File: config.mk
export PLATFORM = sky130hd
export DESIGN_NAME = next_addr_unit
export DESIGN_NICKNAME = d
export VERILOG_FILES = /design/src/rtl/nau_pkg.sv /design/src/rtl/ret_stack.sv /design/src/rtl/next_addr_unit.sv
export SDC_FILE = /design/constraint.sdc
export NUM_CORES = 1
export LEC_CHECK = 0
export ABC_AREA = 0
export BUFFER_PORTS_ARGS = -buffer_cell sky130_fd_sc_hd__buf_2
export CORE_UTILIZATION = 34
export CTS_CLUSTER_DIAMETER = 200
export DETAILED_ROUTE_END_ITERATION = 12
export PLACE_DENSITY = 0.62
export SLEW_MARGIN = 20
export SYNTH_ARGS = -nofsm -noshare
export SYNTH_HDL_FRONTEND = slang
export SYNTH_SLANG_ARGS = --single-unit
File: constraint.sdc
create_clock -name clk -period 5.83 [get_ports clk]
set_input_delay 0 -clock clk [delete_from_list [all_inputs] [get_ports clk]]
set_output_delay 0 -clock clk [all_outputs]
set_load 0.01 [all_outputs]
File: src/rtl/nau_pkg.sv
`default_nettype none
// +--------------------------------------------------------------------+
// | nau_pkg                                                            |
// | Shared defaults, address type and command encodings for the        |
// | next-address unit.                                                 |
// | Revision: 1.0                                                      |
// +--------------------------------------------------------------------+
package nau_pkg;

    localparam int NAU_ADDR_W    = 10;
    localparam int NAU_RAS_DEPTH = 8;

    typedef logic [NAU_ADDR_W-1:0] addr_t;

    typedef enum logic [2:0] {
        OP_SEQ  = 3'b000,
        OP_JMP  = 3'b001,
        OP_BR   = 3'b010,
        OP_CALL = 3'b011,
        OP_RET  = 3'b100
    } nau_op_e;

endpackage
`default_nettype wire

File: src/rtl/ret_stack.sv
`default_nettype none
// +--------------------------------------------------------------------+
// | ret_stack                                                          |
// | Parameterised LIFO return-address stack; pushes when full and      |
// | pops when empty are ignored.                                       |
// | Revision: 1.0                                                      |
// +--------------------------------------------------------------------+
module ret_stack #(
    parameter int WIDTH = 10,
    parameter int DEPTH = 8
) (
    input  logic                    clk,
    input  logic                    reset,
    input  logic                    push,
    input  logic                    pop,
    input  logic [WIDTH-1:0]        din,
    output logic [WIDTH-1:0]        top,
    output logic [$clog2(DEPTH):0]  depth,
    output logic                    full,
    output logic                    empty
);

    localparam int c_PTR_W = $clog2(DEPTH);
    localparam logic [c_PTR_W:0] c_FULL = (c_PTR_W + 1)'(DEPTH);

    logic [WIDTH-1:0]   r_mem [DEPTH];
    logic [c_PTR_W:0]   r_cnt;
    logic [c_PTR_W-1:0] w_wr_idx;
    logic [c_PTR_W-1:0] w_top_idx;

    assign w_wr_idx  = r_cnt[c_PTR_W-1:0];
    assign w_top_idx = w_wr_idx - c_PTR_W'(1);

    assign full  = (r_cnt == c_FULL);
    assign empty = (r_cnt == '0);
    assign depth = r_cnt;
    // An empty stack reads as zero so callers never see stale entries.
    assign top   = empty ? '0 : r_mem[w_top_idx];

    always_ff @(posedge clk) begin
        if (reset) begin
            r_cnt <= '0;
            for (int i = 0; i < DEPTH; i++) begin
                r_mem[i] <= '0;
            end
        end else if (push && !full) begin
            r_mem[w_wr_idx] <= din;
            r_cnt           <= r_cnt + (c_PTR_W + 1)'(1);
        end else if (pop && !empty) begin
            r_cnt <= r_cnt - (c_PTR_W + 1)'(1);
        end
    end

endmodule
`default_nettype wire

File: src/rtl/next_addr_unit.sv
`default_nettype none
// +--------------------------------------------------------------------+
// | next_addr_unit                                                     |
// | Next-PC generator: step, jump, branch, call and return with an     |
// | internal return-address stack and sticky fault flags.              |
// | Build option: define NEXT_ADDR_TRAP_EN to redirect stack faults    |
// | to TRAP_VECTOR.                                                    |
// | Revision: 1.0                                                      |
// +--------------------------------------------------------------------+
module next_addr_unit
    import nau_pkg::*;
#(
    parameter int                   ADDR_W      = NAU_ADDR_W,
    parameter int                   RAS_DEPTH   = NAU_RAS_DEPTH,
    parameter logic [ADDR_W-1:0]    TRAP_VECTOR = ADDR_W'(10'h3F0)
) (
    input  logic              clk,
    input  logic              reset,
    input  logic              hlt,
    input  logic [ADDR_W-1:0] pc_in,
    input  logic [2:0]        op,
    input  logic              cond,
    input  logic [ADDR_W-1:0] target,
    output logic [ADDR_W-1:0] address,
    output logic [3:0]        depth,
    output logic              ovf,
    output logic              unf
);

    localparam int c_CNT_W = $clog2(RAS_DEPTH) + 1;

    logic [ADDR_W-1:0]  w_pc_inc;
    logic [ADDR_W-1:0]  w_top;
    logic [c_CNT_W-1:0] w_depth;
    logic               w_full;
    logic               w_empty;
    logic               w_is_call;
    logic               w_is_ret;
    logic               w_ovf_evt;
    logic               w_unf_evt;
    logic               w_push;
    logic               w_pop;
    logic               r_ovf;
    logic               r_unf;

    assign w_pc_inc  = pc_in + ADDR_W'(1);
    assign w_is_call = (op == OP_CALL);
    assign w_is_ret  = (op == OP_RET);
    assign w_ovf_evt = w_is_call && w_full;
    assign w_unf_evt = w_is_ret && w_empty;
    assign w_push    = !hlt && w_is_call && !w_full;
    assign w_pop     = !hlt && w_is_ret && !w_empty;

    ret_stack #(
        .WIDTH (ADDR_W),
        .DEPTH (RAS_DEPTH)
    ) u_ret_stack (
        .clk   (clk),
        .reset (reset),
        .push  (w_push),
        .pop   (w_pop),
        .din   (w_pc_inc),
        .top   (w_top),
        .depth (w_depth),
        .full  (w_full),
        .empty (w_empty)
    );

    always_comb begin
        address = w_pc_inc;
        case (op)
            OP_JMP:  address = target;
            OP_BR:   address = cond ? target : w_pc_inc;
            OP_CALL: begin
`ifdef NEXT_ADDR_TRAP_EN
                address = w_full ? TRAP_VECTOR : target;
`else
                address = target;
`endif
            end
            OP_RET: begin
`ifdef NEXT_ADDR_TRAP_EN
                address = w_empty ? TRAP_VECTOR : w_top;
`else
                address = w_empty ? w_pc_inc : w_top;
`endif
            end
            default: address = w_pc_inc;
        endcase
        if (reset) begin
            address = '0;
        end
    end

`ifndef NEXT_ADDR_TRAP_EN
    logic w_unused_trap;
    assign w_unused_trap = ^TRAP_VECTOR;
`endif

    always_ff @(posedge clk) begin
        if (reset) begin
            r_ovf <= 1'b0;
            r_unf <= 1'b0;
        end else if (!hlt) begin
            if (w_ovf_evt) r_ovf <= 1'b1;
            if (w_unf_evt) r_unf <= 1'b1;
        end
    end

    assign ovf   = r_ovf;
    assign unf   = r_unf;
    assign depth = 4'(w_depth);

endmodule
`default_nettype wire

==> impl_metrics.csv, run 1 <==
group,metric,value,unit
run_status,status,"completed",
critical_path,slowest_stage,"ha_1",
clocking,cts_tree,"done",
floorplan,ios,43,
timing,finalCriticalPeriod,3.07,ns
critical_path,cp.arrival,3.07,ns
logic_synthesis,synth_ff_type,"edfxtp_1",
job,drv_cap,0,
global_route,antenna_found_initial,0,
placed_design,dp_hpwl,7690,µm
logic_synthesis,postSynthCellCount,380,
min_path,min_from,"hlt",
pwr,peakVddDrop,0.137,mV
timing,finalMaxSlewViolations,0,
critical_path,r2r_start,"u_ret_stack.depth[1]",
floorplan,dieWidth,115,µm
detailed_routing,drtIter0Drc,259,
critical_path,cp_top_family,"buffers and inverters",
clocking,cts_max_level,3,
timing,fmax,325,MHz
logic_synthesis,synth_top_area_share,55.1,%
placed_design,gp_congestion,0.888,
logic_synthesis,synth.area.top_cells,"edfxtp_1, nor2_1, mux4_2, mux2i_1, dfxtp_1",
floorplan,start_util,34.7,%
floorplan,core,12600,µm²
logic_synthesis,synth.avg_cell_area,11.5,µm²
critical_path,reg2reg_depth,6,
detailed_routing,routed_wl,10700,µm
detailed_routing,viasPerCell,5.18,
min_path,hold_path.class,"in2reg",
logic_synthesis,synth.most_common_cell,"nor2_1",
final_layout,final_area,4960,µm²
final_layout,syn2layout_area_growth,13.7,%
final_layout,n_fill_cell,1222,
final_layout,antenna_cells,0,
global_route,grt_pass1_wl,16600,µm
detailed_routing,ant_nets,0,
timing,finalSetupTns,0,ns
timing,finalHoldViolations,0,
critical_path,critical_path_buf_inv_count,3,
critical_path,worstPathCellList,"inv_1, ha_1, buf_4, mux4_2, nand2_1, and3_1, a2111oi_2, buf_2",
clocking,clock-sinks,86,
clocking,cts_setup_buffers,0,
timing,skew,0.00428,ns
logic_synthesis,async_flop_share,0,%
logic_synthesis,synth_common_cells,"nor2_1, edfxtp_1, nand2_1",
logic_synthesis,synth_top_cell_by_area,"edfxtp_1",
critical_path,critPathCaptureType,"output port",
floorplan,die-area,13300,µm²
pwr,powerDensity,278,nW/µm²
final_layout,final_nets,447,
global_route,grtUsageTotal,17.1,%
critical_path,startpoint,"u_ret_stack.depth[1]",
min_path,hold_depth,4,
final_layout,layout-drive-gt1-share,18.2,%
global_route,grt_pass1_vias,3065,
logic_synthesis,ys_warn_count,0,
timing,finalSetupViolCount,0,
logic_synthesis,synth-edff-count,80,
logic_synthesis,syn_area,4360,µm²
critical_path,slowest_delay,0.62,ns
clocking,cts-root-buf,"clkbuf_16",
clocking,cts-resized-gates,0,
critical_path,worst-setup-path-type,"reg2out",
timing,slew_headroom,24.1,%
clocking,clkTransAtPathRegs,0.06,ns
logic_synthesis,synth-seq-area-share,57.8,%
final_layout,multiInputGateArea,1700,µm²
clocking,ctsHoldBuffers,0,
critical_path,cp-start-kind,"flip-flop",
final_layout,seqCellArea,2520,µm²
detailed_routing,drt_pass1_iterations,5,
logic_synthesis,synth_cell_types,39,
floorplan,row_count,41,
floorplan,die_height,115,µm
clocking,cts_buffer_depth,2,
critical_path,cp_max_fo,18,
pwr,leakagePower,1.83,nW
critical_path,critPathRequiredTime,5.83,ns
clocking,clk_latency,0.33,ns
timing,rsz0062_at_grt,"false",
critical_path,crit_cells,8,
detailed_routing,wl_per_cell,18.2,µm
clocking,cts_buffers,9,
global_route,grt_max_degree,27,
placed_design,port_buffers,42,
logic_synthesis,syn_nets,413,
placed_design,dpl_cell_area,4700,µm²
logic_synthesis,ys_ff_latch,86,
detailed_routing,vias,3057,
detailed_routing,drc,0,
global_route,gr-total-overflow,0,
timing,worst_slew_pin_slew,1.13,ns
timing,fin_crit_sh,52.7,%
worst paths after layout:
kind                             endpoint  slack (ns)
setup / recovery               address[0]        2.76
hold / removal                        unf        0.04
setup reg to reg  u_ret_stack.r_mem[3][6]        2.91
hold reg to reg                       unf        0.48
worst min-delay path: stages:
cell and delay [ns]:
buf_2 0.10, nor2_1 0.05, a21oi_1 0.14, nor2_1 0.04
layout make-up:
class / instances / area share [%]
tap: 172 / 4.34
timing repair buffer: 46 / 4.84
clock inverter: 4 / 0.479
clock buffer: 11 / 4.69
sequential: 86 / 50.9
inverter: 6 / 0.454
multi-input combinational: 265 / 34.3
per-stage QoR:
step                setup slack [ns]  cells  hold slack [ns]  util (%)  total power [W]
finish                          2.76    590           0.0357      39.5          0.00138
global route                    2.56    590           0.0827      39.5          0.00142
CTS                             2.74    590           0.0335      39.4          0.00138
detailed placement              2.97    575            0.359      37.4         0.000882
global placement                3.02    575            0.366      37.4         0.000880
floorplan                       3.28    380            0.153         -         0.000822
logic make-up after synthesis:
logic type	count (synthesis)	synth area share, %
simple gates	174	18.0
flops	86	57.8
compound gates	41	5.80
mux	30	10.3
buf+inv	29	3.27
xor+xnor	14	2.81
fa+ha+maj	6	1.89
placed cells by master (no fill, tap or decap), drive strengths merged, types with 2 or more instances in the layout:
cell / n
mux2i: 18
a22oi: 4
nor2b: 2
dfxtp: 6
edfxtp: 80
nor2: 105
nor3: 6
nand3: 13
a21o: 3
clkinv: 2
xnor2: 10
clkbuf: 11
mux4: 12
nand2: 24
buf: 46
a211oi: 3
nor3b: 3
inv: 7
nand2b: 13
a31oi: 5
ha: 5
o21ai: 4
a21oi: 19
xor2: 4
state kept, by name, indices dropped and copies added (netlist names):
signal and count:
ovf 1, u_ret_stack.depth 4, u_ret_stack.r_mem 80, unf 1
per-layer routing:
metal / share of wire [%] / up-vias / routed length, µm / track usage (%)
met5: 0 / - / 0 / 0
met4: 1.8 / 0 / 198 / 5.19
met3: 7.7 / 18 / 826 / 3.58
met2: 46 / 135 / 4960 / 28.0
met1: 44 / 1489 / 4730 / 22.9
li1: - / 1415 / - / -
report_power, final:
| part | total [W] | switching [W] | internal [W] |
|---|---|---|---|
| combinational | 0.000165 | 0.000104 | 0.0000616 |
| sequential | 0.000703 | 0.00000948 | 0.000694 |
| clock | 0.000508 | 0.000223 | 0.000285 |
(Power assumes the default switching activity.)
==> run 2, diff against run 1 <==
Clock period 5.83 ns to 3 ns, I/O delays scaled along.
==> run 2 against run 1 <==
Compared with the run above: non-clock buffer count is 10 higher; first-iteration DRC count increased by 7.3%; clock power is 110% higher; via count is essentially flat; die area is the same; largest cell class unchanged; combinational power rose by 98%; critical endpoint is now address[2]; clock skew grew 0.0014 ns; wire length down 0.69%.
==> impl_metrics.csv, run 2 (synthesis results as in run 1) <==
group,metric,value,unit
run_status,status,"completed",
clocking,cts_buffers,9,
min_path,hold_depth,4,
critical_path,slowest_stage,"ha_1",
critical_path,cp_top_family,"buffers and inverters",
clocking,cts-root-buf,"clkbuf_16",
placed_design,dp_hpwl,7740,µm
final_layout,n_fill_cell,1203,
timing,finalSetupViolCount,0,
pwr,powerDensity,547,nW/µm²
global_route,grt_pass1_wl,16500,µm
critical_path,rr_endpoint,"u_ret_stack.r_mem[1][2]",
clocking,ctsHoldBuffers,0,
global_route,gr-total-overflow,0,
job,drv_cap,0,
final_layout,most-common-layout-cells,"nor2_1, edfxtp_1, buf_2",
placed_design,dp_cells,585,
detailed_routing,drc,0,
timing,finalHoldViolations,0,
final_layout,regMostFlops,"u_ret_stack.r_mem",
critical_path,cp-start-kind,"flip-flop",
final_layout,largest_reg_flops,80,
timing,slew_headroom,36.2,%
timing,fin_crit_sh,91.2,%
final_layout,syn2layout_area_growth,16.0,%
min_path,min_to,"unf",
critical_path,critPathRequiredTime,3.00,ns
global_route,grt_max_degree,27,
timing,rsz0062_at_grt,"false",
global_route,grtUsageTotal,17.2,%
critical_path,r2r_setup_slack,0.53,ns
floorplan,core,12600,µm²
floorplan,start_util,34.7,%
clocking,cts_setup_buffers,0,
floorplan,die_height,115,µm
critical_path,reg2reg_depth,7,
clocking,clkTransAtPathRegs,0.06,ns
clocking,clock-sinks,86,
timing,worst_slew_pin_slew,0.950,ns
final_layout,final_common_cell,"nor2_1",
clocking,cts-resized-gates,0,
timing,skew,0.00566,ns
global_route,grt_pass1_vias,3077,
detailed_routing,viasPerCell,5.09,
timing,finalSetupTns,0,ns
clocking,clk_latency,0.34,ns
critical_path,critPathCaptureType,"output port",
final_layout,final_cells,601,
floorplan,dieWidth,115,µm
final_layout,antenna_cells,0,
critical_path,cp_max_fo,13,
detailed_routing,drtIter0Drc,278,
placed_design,gp_congestion,0.884,
detailed_routing,ant_nets,0,
critical_path,worstPathCellList,"inv_1, ha_1, buf_4, mux4_2, nand2_1, a21oi_1, a211oi_1, nor2_1, buf_2",
floorplan,row_count,41,
timing,finalMaxSlewViolations,0,
timing,finalCriticalPeriod,2.74,ns
final_layout,final_area,5060,µm²
critical_path,cp.arrival,2.74,ns
final_layout,final_nets,457,
detailed_routing,wl_per_cell,17.7,µm
global_route,antenna_found_initial,0,
min_path,min_from,"hlt",
detailed_routing,routed_wl,10600,µm
floorplan,ios,43,
critical_path,worst-setup-path-type,"reg2out",
min_path,hold_path.class,"in2reg",
floorplan,die-area,13300,µm²
placed_design,dpl_cell_area,4770,µm²
timing,fmax,365,MHz
critical_path,slowest_delay,0.56,ns
placed_design,port_buffers,42,
final_layout,layout-drive-gt1-share,20.0,%
critical_path,r2r_start,"u_ret_stack.depth[1]",
clocking,cts_buffer_depth,2,
pwr,leakagePower,1.88,nW
detailed_routing,drt_pass1_iterations,5,
critical_path,critical_path_buf_inv_count,3,
pwr,peakVddDrop,0.269,mV
detailed_routing,vias,3059,
clocking,cts_max_level,3,
clocking,cts_tree,"done",
==> run 2: cell type report <==
cell class	count	area, µm²	area share, %
multi-input cells	265	1700	33.5
well taps	172	215	4.26
repair buffers	56	315	6.24
clock buffers	13	240	4.75
inverters	6	22.5	0.445
clock inverters	3	45.0	0.891
flip-flops and latches	86	2520	49.9
==> run 2: worst max-delay path by stage <==
stage	start	endpoint	slack [ns]	cells past startpoint
floorplan	u_ret_stack.depth[0]	u_ret_stack.depth[3]	0.45	12
global placement	u_ret_stack.depth[1]	address[2]	0.62	9
detailed placement	u_ret_stack.depth[1]	u_ret_stack.r_mem[2][6]	0.52	7
CTS	u_ret_stack.depth[1]	address[2]	0.23	9
global route	u_ret_stack.depth[1]	address[2]	0.04	9
finish	u_ret_stack.depth[1]	address[2]	0.26	9
==> run 2: power breakdown <==
part	internal (W)	switching, W	total, W	leakage (nW)
Clock	0.000646	0.000428	0.00107	0.130
Sequential	0.00135	0.0000173	0.00137	0.876
Combinational	0.000127	0.000200	0.000326	0.872
Total	0.00212	0.000644	0.00277	1.88
==> run 2: per-layer routing <==
layer | vias to the layer above | part of all wire, % | GRT usage (%)
met5 | - | 0 | 0
met4 | 0 | 2.3 | 7.10
met3 | 18 | 6.1 | 3.85
met2 | 124 | 49 | 28.7
met1 | 1472 | 43 | 21.7
li1 | 1445 | - | -
==> run 2: metrics by stage <==
stage | setup slack (ns) | total power [W] | hold slack, ns | utilization, %
floorplan | 0.448 | 0.00160 | 0.153 | -
global placement | 0.615 | 0.00171 | 0.345 | 38.0
detailed placement | 0.522 | 0.00172 | 0.338 | 38.0
CTS | 0.228 | 0.00278 | 0.0156 | 40.2
global route | 0.0400 | 0.00286 | 0.0629 | 40.2
finish | 0.263 | 0.00277 | 0.0298 | 40.2
==> run 2: worst min-delay path: stages <==
cell     delay [ns]
buf_2          0.10
nor2_1         0.04
a21oi_1        0.13
nor2_1         0.05
==> run 3, diff against run 2 <==
Settings changed: CELL_PAD_IN_SITES_DETAIL_PLACEMENT from default to 0, CELL_PAD_IN_SITES_GLOBAL_PLACEMENT from default to 1, PLACE_DENSITY 0.62 to 0.71.
==> run 3 against run 2 <==
Compared with the run above: clock power shrank 10%; sequential power is essentially flat; critical path type unchanged; total power shrank 4.1%.
==> impl_metrics.csv, run 3 (synthesis results as in run 1) <==
group,metric,value,unit
timing,fin_crit_sh,92.6,%
clocking,cts-resized-gates,0,
timing,finalMaxSlewViolations,0,
detailed_routing,drt_pass1_iterations,4,
global_route,gr-total-overflow,0,
critical_path,cp.arrival,2.78,ns
min_path,hold_depth,4,
timing,finalSetupTns,0,ns
clocking,cts_buffer_depth,2,
clocking,cts_buffers,9,
detailed_routing,viasPerCell,5.03,
pwr,leakagePower,1.86,nW
timing,slew_headroom,31.3,%
floorplan,core,12600,µm²
critical_path,critPathRequiredTime,3.00,ns
clocking,cts-root-buf,"clkbuf_16",
floorplan,start_util,34.7,%
detailed_routing,routed_wl,10400,µm
detailed_routing,ant_nets,0,
floorplan,ios,43,
critical_path,cp-start-kind,"flip-flop",
final_layout,layout-drive-gt1-share,20.0,%
final_layout,final_cells,598,
clocking,cts_tree,"done",
timing,worst_slew_pin_slew,1.03,ns
final_layout,final_nets,457,
clocking,clock-sinks,86,
placed_design,dp_hpwl,7530,µm
critical_path,reg2reg_depth,7,
detailed_routing,drc,0,
final_layout,fin_util,39.9,%
min_path,hold_path.class,"in2reg",
final_layout,final_common_cell,"nor2_1",
critical_path,worst-setup-path-type,"reg2out",
global_route,grt_pass1_vias,3023,
placed_design,gp_congestion,0.876,
global_route,grt_pass1_wl,16200,µm
floorplan,dieWidth,115,µm
job,drv_cap,0,
global_route,grtUsageTotal,17.0,%
detailed_routing,drtIter0Drc,207,
final_layout,regMostFlops,"u_ret_stack.r_mem",
final_layout,antenna_cells,0,
global_route,grt_max_degree,29,
floorplan,die_height,115,µm
critical_path,critPathCaptureType,"output port",
floorplan,die-area,13300,µm²
clocking,cts_setup_buffers,0,
final_layout,largest_reg_flops,80,
clocking,clkTransAtPathRegs,0.06,ns
clocking,cts_max_level,3,
detailed_routing,wl_per_cell,17.4,µm
clocking,ctsHoldBuffers,0,
timing,fmax,360,MHz
final_layout,most-common-layout-cells,"nor2_1, edfxtp_1, buf_2",
detailed_routing,vias,3006,
placed_design,dp_cells,585,
timing,rsz0062_at_grt,"false",
clocking,clk_latency,0.34,ns
global_route,antenna_found_initial,0,
placed_design,port_buffers,42,
final_layout,syn2layout_area_growth,15.0,%
timing,finalCriticalPeriod,2.78,ns
critical_path,cp_max_fo,9,
pwr,peakVddDrop,0.249,mV
timing,finalHoldViolations,0,
pwr,p_total,0.00265,W
timing,skew,0.00823,ns
run_status,status,"completed",
pwr,powerDensity,528,nW/µm²
floorplan,row_count,41,
timing,finalSetupViolCount,0,
==> run 3: changes by cell type in the layout (fill, tap and decap cells not counted), sizes merged <==
cell and delta:
clkinvlp -1, clkbuf -2, clkinv +1, bufinv -1
==> run 3: power by group <==
part | switching (W) | internal (W) | total (W)
clock | 0.000417 | 0.000545 | 0.000962
combinational | 0.000200 | 0.000124 | 0.000324
sequential | 0.0000164 | 0.00135 | 0.00136
==> run 3: path summary, 6_finish.rpt <==
kind	start	end	slack, ns
setup / recovery	u_ret_stack.depth[1]	address[0]	0.22
hold / removal	hlt	unf	0.03
setup reg to reg	u_ret_stack.depth[1]	u_ret_stack.r_mem[0][2]	0.55
hold reg to reg	unf	unf	0.47
==> run 3: cell type report <==
type                       count  area [µm²]
clock buffer                  11         233
clock inverter                 2        12.5
fill                        1235        7550
inverter                       6        22.5
multi-input combinational    265        1700
sequential                    86        2520
tap                          172         215
timing repair buffer          56         315
==> run 3: stage by stage <==
step | cell area (µm²) | hold slack [ns] | worst slack [ns]
after global placement | 4770 | 0.347 | 0.650
after global routing | 5020 | 0.0691 | 0.0661
after floorplan | 4360 | 0.153 | 0.448
final | 5020 | 0.0294 | 0.223
after CTS | 5020 | 0.0231 | 0.242
after detailed placement | 4770 | 0.341 | 0.563
==> run 3: routing by layer <==
metal,vias up,part of all wire [%],track usage [%]
met5,-,0,0
met2,114,46,27.8
li1,1438,-,-
met3,22,8.0,3.80
met1,1432,43,21.9
met4,0,2.5,7.27
==> run 3: worst max-delay path: stages (launching register included) <==
cell and delay, ns:
dfxtp_1 0.50, inv_1 0.13, ha_1 0.21, nor3b_2 0.19
nor2_1 0.45, nor2_1 0.29, a2111oi_2 0.46, buf_2 0.20
